==> src/rtl/div_arbiter_pkg.sv <==
// div_arbiter_pkg: shared FSM state, default sizes and id-width helper for div_arbiter.
package div_arbiter_pkg;

    typedef enum logic [1:0] {IDLE, BUSY, RESP} state_e;

    localparam int DEF_WIDTH   = 32;
    localparam int DEF_NUM_REQ = 4;

    function automatic int id_w(input int n);
        return (n > 1) ? $clog2(n) : 1;
    endfunction

endpackage

==> src/rtl/div_serial_core.sv <==
// div_serial_core: restoring unsigned divider, one quotient bit per cycle, MSB first.
// The first iteration runs on the start edge, so done rises WIDTH-1 edges later.
module div_serial_core
    import div_arbiter_pkg::*;
#(
    parameter int WIDTH = DEF_WIDTH
) (
    input  logic             clk,
    input  logic             rst_n,
    input  logic             start,
    input  logic [WIDTH-1:0] dividend,
    input  logic [WIDTH-1:0] divisor,
    output logic             done,
    output logic [WIDTH-1:0] quotient,
    output logic [WIDTH-1:0] remainder
);

    localparam int CW = $clog2(WIDTH + 1);

    logic [WIDTH-1:0] rem_q, quo_q, dvs_q, cur_r, cur_q, cur_d, rem_d, quo_d;
    logic [CW-1:0]    cnt_q;
    logic [WIDTH:0]   sh;
    logic [WIDTH+1:0] diff;
    logic             step;

    always_comb begin
        cur_r = start ? '0 : rem_q;
        cur_q = start ? dividend : quo_q;
        cur_d = start ? divisor : dvs_q;
        sh    = {cur_r, cur_q[WIDTH-1]};
        // Top bit of diff is the borrow; the restored value always fits WIDTH bits.
        diff  = {1'b0, sh} - {2'b00, cur_d};
        rem_d = diff[WIDTH+1] ? sh[WIDTH-1:0] : diff[WIDTH-1:0];
        quo_d = {cur_q[WIDTH-2:0], ~diff[WIDTH+1]};
    end

    assign step      = start || cnt_q != '0;
    assign done      = cnt_q == '0;
    assign quotient  = quo_q;
    assign remainder = rem_q;

    always_ff @(posedge clk or negedge rst_n) begin
        if (!rst_n) begin
            rem_q <= '0;
            quo_q <= '0;
            dvs_q <= '0;
            cnt_q <= '0;
        end else if (step) begin
            rem_q <= rem_d;
            quo_q <= quo_d;
            dvs_q <= cur_d;
            cnt_q <= start ? CW'(WIDTH - 1) : cnt_q - CW'(1);
        end
    end

endmodule

==> src/rtl/div_arbiter.sv <==
// div_arbiter: round-robin share of one serial divider among NUM_REQ requesters.
// Define DIV_ARBITER_DBZ_EN to answer zero divisors immediately with rsp_dbz set.
module div_arbiter
    import div_arbiter_pkg::*;
#(
    parameter int  NUM_REQ = DEF_NUM_REQ,
    parameter int  WIDTH   = DEF_WIDTH,
    localparam int IW      = id_w(NUM_REQ)
) (
    input  logic                     clk,
    input  logic                     rst_n,
    input  logic [NUM_REQ-1:0]       req_valid,
    output logic [NUM_REQ-1:0]       req_ready,
    input  logic [NUM_REQ*WIDTH-1:0] req_dividend,
    input  logic [NUM_REQ*WIDTH-1:0] req_divisor,
    output logic                     rsp_valid,
    input  logic                     rsp_ready,
    output logic [IW-1:0]            rsp_id,
    output logic [WIDTH-1:0]         rsp_quotient,
    output logic [WIDTH-1:0]         rsp_remainder,
    output logic                     rsp_dbz,
    output logic                     busy
);

`ifdef DIV_ARBITER_DBZ_EN
    localparam bit DBZ_EN = 1'b1;
`else
    localparam bit DBZ_EN = 1'b0;
`endif

    state_e                        state_q;
    logic [IW-1:0]                 rr_q, rr_d, win, idx, id_q;
    logic [WIDTH-1:0]              quo_q, rem_q, sel_dvd, sel_dvs, core_quo, core_rem;
    logic [NUM_REQ-1:0][WIDTH-1:0] dvd_a, dvs_a;
    logic                          dbz_q, found, take, dbz_go, start, core_done;

    // Descending scan so the lowest offset from rr_q is the last, winning, write.
    always_comb begin
        found = 1'b0;
        win   = '0;
        idx   = '0;
        for (int k = NUM_REQ - 1; k >= 0; k--) begin
            idx = IW'((int'(rr_q) + k) % NUM_REQ);
            if (req_valid[idx]) begin
                found = 1'b1;
                win   = idx;
            end
        end
    end

    assign dvd_a   = req_dividend;
    assign dvs_a   = req_divisor;
    assign sel_dvd = dvd_a[win];
    assign sel_dvs = dvs_a[win];
    assign rr_d    = (win == IW'(NUM_REQ - 1)) ? '0 : win + 1'b1;
    assign take    = state_q == IDLE && found;
    assign dbz_go  = DBZ_EN && sel_dvs == '0;
    assign start   = take && !dbz_go;

    assign req_ready     = (rst_n && take) ? (NUM_REQ'(1) << win) : '0;
    assign rsp_valid     = state_q == RESP;
    assign busy          = state_q != IDLE;
    assign rsp_id        = id_q;
    assign rsp_quotient  = quo_q;
    assign rsp_remainder = rem_q;
    assign rsp_dbz       = dbz_q;

    div_serial_core #(.WIDTH(WIDTH)) u_core (
        .clk       (clk),
        .rst_n     (rst_n),
        .start     (start),
        .dividend  (sel_dvd),
        .divisor   (sel_dvs),
        .done      (core_done),
        .quotient  (core_quo),
        .remainder (core_rem)
    );

    always_ff @(posedge clk or negedge rst_n) begin
        if (!rst_n) begin
            state_q <= IDLE;
            rr_q    <= '0;
            id_q    <= '0;
            quo_q   <= '0;
            rem_q   <= '0;
            dbz_q   <= 1'b0;
        end else begin
            case (state_q)
                IDLE: if (take) begin
                    id_q    <= win;
                    rr_q    <= rr_d;
                    state_q <= dbz_go ? RESP : BUSY;
                    if (dbz_go) begin
                        quo_q <= '1;
                        rem_q <= sel_dvd;
                        dbz_q <= 1'b1;
                    end
                end
                BUSY: if (core_done) begin
                    state_q <= RESP;
                    quo_q   <= core_quo;
                    rem_q   <= core_rem;
                    dbz_q   <= 1'b0;
                end
                RESP: if (rsp_ready) state_q <= IDLE;
                default: state_q <= IDLE;
            endcase
        end
    end

endmodule

==> config.mk <==
export PLATFORM = sky130hd
export DESIGN_NAME = div_arbiter
export DESIGN_NICKNAME = d
export VERILOG_FILES = /design/src/rtl/div_arbiter_pkg.sv /design/src/rtl/div_serial_core.sv /design/src/rtl/div_arbiter.sv
export SDC_FILE = /design/constraint.sdc
export NUM_CORES = 1
export LEC_CHECK = 0
export CAP_MARGIN = 15
export CORE_ASPECT_RATIO = 0.6
export CORE_UTILIZATION = 50
export CTS_CLUSTER_DIAMETER = 150
export DETAILED_ROUTE_END_ITERATION = 10
export PLACE_DENSITY = 0.95
export SYNTH_ARGS = -nofsm -noshare
export SYNTH_HDL_FRONTEND = slang
export SYNTH_SLANG_ARGS = --single-unit
export TNS_END_PERCENT = 5
==> constraint.sdc <==
create_clock -name clk -period 9.3 [get_ports clk]
set_input_delay 1.86 -clock clk [delete_from_list [all_inputs] [get_ports clk]]
set_output_delay 1.86 -clock clk [all_outputs]
set_load 0.005 [all_outputs]
## Word level (Yosys, flattened, before mapping)

Cells that the tools add are included.

- Flip-flop bits (word level): 172
- Output and inout bits: 73
- Word-level logic and storage cells: 69

- $add $sub $neg: 6
- Magnitude comparators: 5
- Equal/unequal tests: 6
- Shifts and indexed selects: 1
- Multiplexer cells: 31
- Bitwise operators: 1
- Reductions and logical operators: 10

Operators with widths:

| kind | number |
|---|---|
| $mux 32 | 6 |
| $bmux 32 s2 | 2 |
| $sub 33x32->34 | 1 |
| $mux 2 | 8 |
| $lt 2x3->1 const B | 5 |
| $bmux 1 s2 | 4 |
| $mux 1 | 8 |
| $logic_not 6->1 | 1 |
| $mux 6 | 1 |
| $pmux 2 s3 | 1 |
| $reduce_bool 6->1 | 1 |
| $sub 6x1->6 const B | 1 |
| $add 2x1->2 const B | 2 |
| $add 2x2->2 const B | 2 |
| $eq 2x2->1 const B | 2 |
| $mux 4 | 1 |
| $ne 2x2->1 const B | 2 |
| $reduce_and 2->1 | 2 |
| $shl 1x2->4 const A | 1 |
| $reduce_and 3->1 | 1 |
| $eq 2x1->1 const B | 1 |
| $logic_and 1x1->1 | 2 |
| $logic_not 2->1 | 1 |
| $ne 2x1->1 const B | 1 |
| other kinds (3) | 3 |

## Depth between registers and ports, before layout

Gate-level depths: netlist of the first run.

- Depth in word-level cells: 12
- Depth in mapped cells: 23

## Modules after synthesis

Synthesis of the first run repeated with hierarchy kept, for this count alone.

- Cell total of the unflattened synthesis: 1185
- Area total of the unflattened synthesis: 11252.0 sq um

By module, submodules not included:

| module | instances | cells each | area an instance (sq um) |
|---|---|---|---|
| div_serial_core | 1 | 710 | 6611.3 |
| div_arbiter | 1 | 475 | 4640.7 |

## Worst setup path after synthesis of the first run

No wires, ideal clock.

- Path kind: in2reg
- From: input port req_valid[2]
- To: register u_core.rem_q[30] (netlist: u_core.remainder[30])
- Library setup time: 0.126 ns
- Arrival time: 5.512 ns
- Required time: 9.174 ns
- Setup slack: 3.662 ns
- Stages on the path: 18
- Path buffers: 3
- Path through: nor4_1 -> or2_2 -> clkbuf_1 -> clkbuf_1 -> clkbuf_1 -> nand2_1 -> nand2_1 -> ha_1 -> inv_1 -> fa_1 -> a21o_1 -> a311oi_1 -> o31a_1 -> o211ai_1 -> o21a_1 -> a21oi_1 -> xnor2_1 -> a221o_1

- Cells in the longest elaborated chain, start to end: 11

Ends and longest elaborated chain:

| element | line | text |
|---|---|---|
| start: declaration | div_arbiter.sv:12 | `input logic [NUM_REQ-1:0] req_valid,` |
| $bmux 1 s2 | div_arbiter.sv:44 | `if (req_valid[idx]) begin` |
| $mux 1 (not written as such) | div_arbiter.sv:44 |  |
| $mux 2 (4 in a row) | div_arbiter.sv:44 |  |
| $bmux 32 s2 | div_arbiter.sv:54 | `assign sel_dvs = dvs_a[win];` |
| $mux 32 (not written as such) | div_arbiter.sv:54 |  |
| $mux 32 (*) | div_serial_core.sv:29 | `cur_d = start ? divisor : dvs_q;` |
| net u_core.cur_d[0] | div_serial_core.sv:20 | `logic [WIDTH-1:0] rem_q, quo_q, dvs_q, cur_r, cur_q, cur_d, rem_d, quo_d;` |
| $sub 33x32->34 (*) | div_serial_core.sv:32 | `diff = {1'b0, sh} - {2'b00, cur_d};` |
| $mux 32 (*) | div_serial_core.sv:33 | `rem_d = diff[WIDTH+1] ? sh[WIDTH-1:0] : diff[WIDTH-1:0];` |
| end signal: assignment | div_serial_core.sv:49 | `rem_q <= rem_d;` |
| end: declaration | div_serial_core.sv:20 |  |

Mark *: on every way through the listed nets, which the timed path passes. The rest lies on a longest branch. The select of a mux whose other input is x is not followed.
A chain may end at the register's enable or synchronous reset.

## Worst setup path in the final report of the first run

- From: input port req_valid[1]
- To: output port req_ready[1]

- Cells in the longest elaborated chain, start to end: 9

Ends and longest elaborated chain:

| element | line | text |
|---|---|---|
| $bmux 1 s2 | div_arbiter.sv:44 |  |
| $mux 1 (not written as such) | div_arbiter.sv:44 |  |
| $mux 1 (4 in a row) | div_arbiter.sv:44 |  |
| $logic_and 1x1->1 | div_arbiter.sv:56 | `assign take = state_q == IDLE && found;` |
| $logic_and 1x1->1 | div_arbiter.sv:60 | `assign req_ready = (rst_n && take) ? (NUM_REQ'(1) << win) : '0;` |
| $mux 4 (*) | div_arbiter.sv:60 |  |
| end: declaration | div_arbiter.sv:13 | `output logic [NUM_REQ-1:0] req_ready,` |

Mark *: on every way between the ends. The rest lies on a longest branch, timed or not. The select of a mux whose other input is x is not followed.

==> flow_summary.yaml, run 1 <==
logic_synthesis:
  synth_warnings: 0
  synth.top_cell.area_share_pct: 38.07
  netlist.top_cell.by_area: "dfrtp_1"
  synth_fp_nets: 1731
  synth.distinct_cells: 70
  ys_seq_area_share_pct: 38.07
  ys_ff_latch: 172
  ys_top_cells_by_area: "dfrtp_1, nand2_1, nand3_1, mux2_2, ha_1"
  syn_inst: 1429
  yosysMostFrequentCell: "nand2_1"
  syn_area_um2: 11300
  synth_area_per_cell_um2: 7.911
  synth_edf_count: 0
  synth_ff_type: "dfrtp_1"
  synth.top_cells.by_count: "nand2_1, dfrtp_1, nand3_1"
  synthArstFlopShare_pct: 100.0
sta:
  final.setup.tns_ns: 0
  period_minus_slack_ns: 6.777
  fmax_ghz: 0.1476
  rsz0062_at_grt: "no"
  final_max_slew_viol_count: 0
  setup_viol: 0
  fin_crit_sh_pct: 72.87
  worst_pin_slew_ns: 1.104
  final.setup_skew_ns: 0.01006
  finalHoldViolCount: 0
  relSlewSlack_pct: 26.34
power_and_ir_drop:
  intPower_uw: 3385
  power_density_nw_per_um2: 429.7
  combinationalPowerShare_pct: 68.4
  p_total_uw: 6607
  p_switching_uw: 3222
  swShare_pct: 48.77
  clockPowerShare_pct: 10.8
  p_leak_uw: 0.007008
  p_seq_share_pct: 20.7
  ir_drop_mv: 0.2801
grt:
  grt_max_degree: 130
  antenna_found_initial: 0
  grt_pass1_wl_um: 60440
  grt_usage_pct: 33.16
  grt_pass1_vias: 11188
  grt_overflow: 0
floorplanning:
  dieArea_um2: 23230
  fp-row-count: 42
  dieHeight_um: 118.5
  core-area_um2: 22120
  die_x_um: 196.1
  start_util_pct: 51.10
  io_pins: 336
setup_path:
  worstSetupStartpoint: "req_valid[1]"
  r2r_start: "rr_q[0]"
  reg2reg_depth: 18
  reg2reg_to: "u_core.remainder[25]"
  r2r_slack_ns: 4.21
  crit_type: "in2out"
  worstPathMaxFanout: 88
  crit_path_end_kind: "output pin"
  arrival_ns: 4.92
  endpoint: "req_ready[1]"
  cp-start-kind: "primary input"
  crit_required_ns: 7.44
outcome:
  status: "completed"
cts:
  insertion_delay_ns: 0.43
  htreeDepth: 4
  cts_setup_buffers: 0
  hold_buffers: 0
  clockBufferDepth: 2
  cts.sinks: 172
  cts_buffers: 17
  root_buffer: "clkbuf_16"
  cts_tree: "built"
  post_cts_resized: 0
  cts.clk_slew.worst_paths_ns: 0.07
routing:
  drcViolationCount: 0
  avgViaCountPerCell: 5.797
  dr.pass1.iters: 6
  antenna_left: 0
  drt-initial-drc-count: 1184
  routed_wl_um: 38320
  avgRoutedWirePerCell_um: 18.96
  num_vias: 11715
layout:
  diodes: 0
  nets: 2002
  syn2layout_area_growth_pct: 36.02
  drive_above_1_share_pct: 8.757
  fin_area_um2: 15380
placement:
  portBuffers: 334
  dpl_cell_area_um2: 14790
  gp_congestion: 0.9471
  hpwl_um: 27850
min_path:
  min_path_type: "reg2reg"
run:
  drv_cap: 0
[worst min path at each step]
stage                          start          endpoint  slack [ns]  depth (start not counted)
floorplan                 state_q[1]        state_q[0]        0.43                          1
global placement     u_core.dvs_q[6]   u_core.dvs_q[6]        0.45                          2
detailed placement  u_core.dvs_q[23]  u_core.dvs_q[23]        0.46                          2
CTS                       state_q[1]        state_q[0]        0.47                          1
global route        u_core.dvs_q[28]  u_core.dvs_q[28]        0.50                          2
finish                    state_q[1]        state_q[0]        0.48                          1
[sequential cells by signal (all words and copies together), names as in the netlist]
name	flops
state_q	2
u_core.remainder	32
rsp_id	2
rr_q	2
rsp_remainder	32
u_core.dvs_q	32
rsp_quotient	32
u_core.quotient	32
u_core.cnt_q	6
[logic make-up (layout without fill, tap and decap cells)]
group | after synthesis | in the layout | share of synthesized area [%]
AND/OR/NAND/NOR | 755 | 755 | 29.39
flip-flops | 172 | 172 | 38.07
other | 1 | 1 | 0.03317
AO/OA/AOI/OAI | 225 | 225 | 14.33
XOR/XNOR | 28 | 28 | 2.169
multiplexers | 65 | 65 | 6.475
buffers and inverters | 144 | 428 | 5.146
adder cells (fa/ha/maj) | 39 | 39 | 4.383
[per-stage QoR]
stage / std cells / setup WS, ns / hold WS [ns] / utilization, %
final: 2021 / 2.523 / 0.4752 / 69.50
after global placement: 1989 / 2.555 / 0.4527 / 66.86
after detailed placement: 1989 / 2.259 / 0.4595 / 66.86
after CTS: 2021 / 2.478 / 0.4731 / 69.50
after floorplan: 1429 / 3.662 / 0.4309 / -
after global routing: 2021 / 2.317 / 0.4985 / 69.50
[worst max-delay path, cell delays in order]
cell and delay [ns]:
clkdlybuf4s50_1 0.55, nand2b_1 0.16, a21oi_1 0.06, o32a_2 0.44, inv_4 0.62, buf_4 0.40
ha_1 0.18, and3_1 0.14, clkdlybuf4s50_1 0.51
[metal layers]
layer / vias up / routed length, um / GRT usage, %
met1: 5621 / 16780 / 47.55
li1: 5417 / - / -
met5: - / 0 / 0
met2: 600 / 16920 / 49.33
met4: 0 / 1105 / 11.23
met3: 77 / 3518 / 7.506
[cell usage in the layout, fill, tap and decap left out, drive strengths merged, types with 9 or more instances in the layout]
| cell type | n |
|---|---|
| a31oi | 39 |
| nor2 | 64 |
| clkdlybuf4s50 | 333 |
| nand2 | 427 |
| inv | 50 |
| buf | 16 |
| clkbuf | 18 |
| nand2b | 9 |
| a21oi | 70 |
| xor2 | 9 |
| a21o | 15 |
| xnor2 | 19 |
| nor2b | 9 |
| dfrtp | 172 |
| a221oi | 18 |
| o2bb2a | 9 |
| o21ai | 24 |
| mux2 | 65 |
| ha | 38 |
| nand3 | 172 |
| o22ai | 11 |
| and2 | 35 |
[power groups by stage]
stage / sequential (uW) / clock, uW / combinational (uW)
after detailed placement: 1370 / 0 / 4390
after global routing: 1400 / 756 / 4930
after global placement: 1350 / 0 / 4270
final: 1370 / 715 / 4520
after floorplan: 1280 / 0 / 3230
after CTS: 1360 / 723 / 4430
[area by class of cell]
cell class / instances / area, um^2
fillers: 1722 / 6748
clock buffers: 18 / 439.2
repair buffers: 349 / 3470
inverters: 47 / 178.9
well taps: 308 / 385.4
flip-flops and latches: 172 / 4304
clock inverters: 14 / 143.9
multi-input cells: 1113 / 6455
(Power assumes the default switching activity.)
==> run 2, diff against run 1 <==
--- a/config.mk
+++ b/config.mk
@@ -7,10 +7,10 @@
 export LEC_CHECK = 0
 export CAP_MARGIN = 15
 export CORE_ASPECT_RATIO = 0.6
-export CORE_UTILIZATION = 50
+export CORE_UTILIZATION = 44
 export CTS_CLUSTER_DIAMETER = 150
 export DETAILED_ROUTE_END_ITERATION = 10
-export PLACE_DENSITY = 0.95
+export PLACE_DENSITY = 0.89
 export SYNTH_ARGS = -nofsm -noshare
 export SYNTH_HDL_FRONTEND = slang
 export SYNTH_SLANG_ARGS = --single-unit
==> constraint.sdc (replaced) <==
create_clock -name clk -period 5.73 [get_ports clk]
set_input_delay 1.146 -clock clk [delete_from_list [all_inputs] [get_ports clk]]
set_output_delay 1.146 -clock clk [all_outputs]
set_load 0.005 [all_outputs]
==> run 2 against run 1 <==
Against the previous run: critical path depth is 11 higher; largest power group unchanged; combinational power increased by 67%; non-clock buffer count rose by 24; highest routed layer is now met5; worst setup slack lost 2.2 ns; count of clock-buffer cells in the layout up 3; critical endpoint is now u_core.remainder[5]; global-route usage decreased by 3.9 points; clock power grew 71%; sequential share of layout area fell by 0.50 points; cell count up 2.2%; sequential cell count unchanged; via count shrank 1.3%.
==> flow_summary.yaml, run 2 (same netlist as run 1, synthesis figures left out) <==
routing:
  drcViolationCount: 0
  num_vias: 11567
  routed_wl_um: 38280
  avgRoutedWirePerCell_um: 18.53
  avgViaCountPerCell: 5.599
  dr.pass1.iters: 5
  antenna_left: 0
  drt-initial-drc-count: 1132
grt:
  grt_overflow: 0
  grt_usage_pct: 29.27
  grt_max_degree: 146
  grt_pass1_wl_um: 60710
  grt_pass1_vias: 11158
  antenna_found_initial: 1
sta:
  rsz0062_at_grt: "no"
  worst_pin_slew_ns: 1.142
  holdWs_ns: 0.4696
  final.setup.tns_ns: 0
  setup_viol: 0
  relSlewSlack_pct: 23.80
  period_minus_slack_ns: 5.403
  fin_crit_sh_pct: 94.30
  final.setup_skew_ns: 0.008207
  finalHoldViolCount: 0
  fmax_ghz: 0.1851
  final_max_slew_viol_count: 0
floorplanning:
  start_util_pct: 44.72
  dieHeight_um: 126.2
  die_x_um: 208.9
  dieArea_um2: 26360
  io_pins: 336
  core-area_um2: 25280
  fp-row-count: 45
placement:
  portBuffers: 334
  dpl_cell_area_um2: 15040
  dp.cells: 2034
  hpwl_um: 28440
  gp_congestion: 0.9439
cts:
  cts.clk_slew.worst_paths_ns: 0.07
  post_cts_resized: 0
  hold_buffers: 0
  cts.sinks: 172
  clockBufferDepth: 2
  insertion_delay_ns: 0.43
  cts_setup_buffers: 0
  cts_buffers: 17
  root_buffer: "clkbuf_16"
  cts_tree: "built"
  htreeDepth: 4
setup_path:
  worstPathMaxFanout: 30
  critPathSlowestCell: "o21ai_2"
  cp_cell_sequence: "clkdlybuf4s50_1 > nand2b_1 > a21oi_1 > o32a_2 > inv_4 > buf_4 > nand2_1 > nand3_1 > nand3_1 > nand2_1 > inv_1 > ha_1 > a21oi_1 > nor2_1 > o2111ai_1 > o211ai_1 > nand3b_1 > o21ai_2 > a221oi_1 > nor2_1"
  crit_type: "in2reg"
  crit_path_end_kind: "register"
  cp-start-kind: "primary input"
  arrival_ns: 5.76
  cp.buffers_inverters: 4
  crit_family: "compound AO/OA/AOI/OAI gates"
  cpPeakStageDelay_ns: 0.77
  crit_required_ns: 6.09
layout:
  fillers: 2085
  nets: 2026
  layout_common_cells: "nand2_1, clkdlybuf4s50_1, nand3_1, dfrtp_1, a21oi_1"
  fin_area_um2: 15650
  final_common_cell: "nand2_1"
  multi_input_area_um2: 6455
  fin_cells: 2066
  syn2layout_area_growth_pct: 38.47
  diodes: 0
  post-route-util_pct: 61.92
  drive_above_1_share_pct: 9.902
  seqCellArea_um2: 4304
outcome:
  status: "completed"
power_and_ir_drop:
  p_leak_uw: 0.007145
  power_density_nw_per_um2: 700.8
  ir_drop_mv: 0.4526
run:
  drv_cap: 0
min_path:
  min_path_type: "reg2reg"
[run 2: final cells by class]
type	count	area share, %
tap	329	2.630
inverter	47	1.143
clock inverter	11	0.9991
clock buffer	21	2.941
timing repair buffer	373	23.56
sequential	172	27.50
multi-input combinational	1113	41.24
[run 2: report_power, final]
part	switching [uW]	internal (uW)
logic	4280	3260
clock network	507	717
registers	403	1810
[run 2: stage by stage]
stage / setup WS, ns / total power, uW
finish: 0.3266 / 10970
global route: 0.03686 / 11820
CTS: 0.4889 / 10870
detailed placement: 0.02165 / 9589
global placement: 0.1946 / 9423
floorplan: 0.8058 / 7332
[run 2: path summary, 6_finish.rpt]
kind | startpoint | endpoint | cells past startpoint | slack (ns)
hold reg to reg | u_core.dvs_q[0] | u_core.dvs_q[0] | 2 | 0.47
setup reg to reg | rr_q[1] | u_core.remainder[5] | 18 | 1.26
hold / removal | u_core.dvs_q[0] | u_core.dvs_q[0] | 2 | 0.47
min in group asynchronous | rst_n | rsp_quotient[28] | 1 | 0.58
max in group asynchronous | rst_n | u_core.dvs_q[2] | 2 | 4.01
setup / recovery | req_valid[1] | u_core.remainder[5] | 20 | 0.33
[run 2: routing by layer]
metal / global-route usage, % / wire (um) / share of wire [%] / vias up
met3: 8.304 / 3482 / 9.1 / 69
met5: 0 / 13 / 0.034 / -
met4: 9.256 / 916 / 2.4 / 2
li1: - / - / - / 5476
met2: 43.86 / 16610 / 43 / 501
met1: 40.75 / 17260 / 45 / 5519
[run 2: tightest hold or removal path: stages (launching register included)]
cell     delay (ns)
dfrtp_1        0.32
nand2_1        0.06
nand2_1        0.06
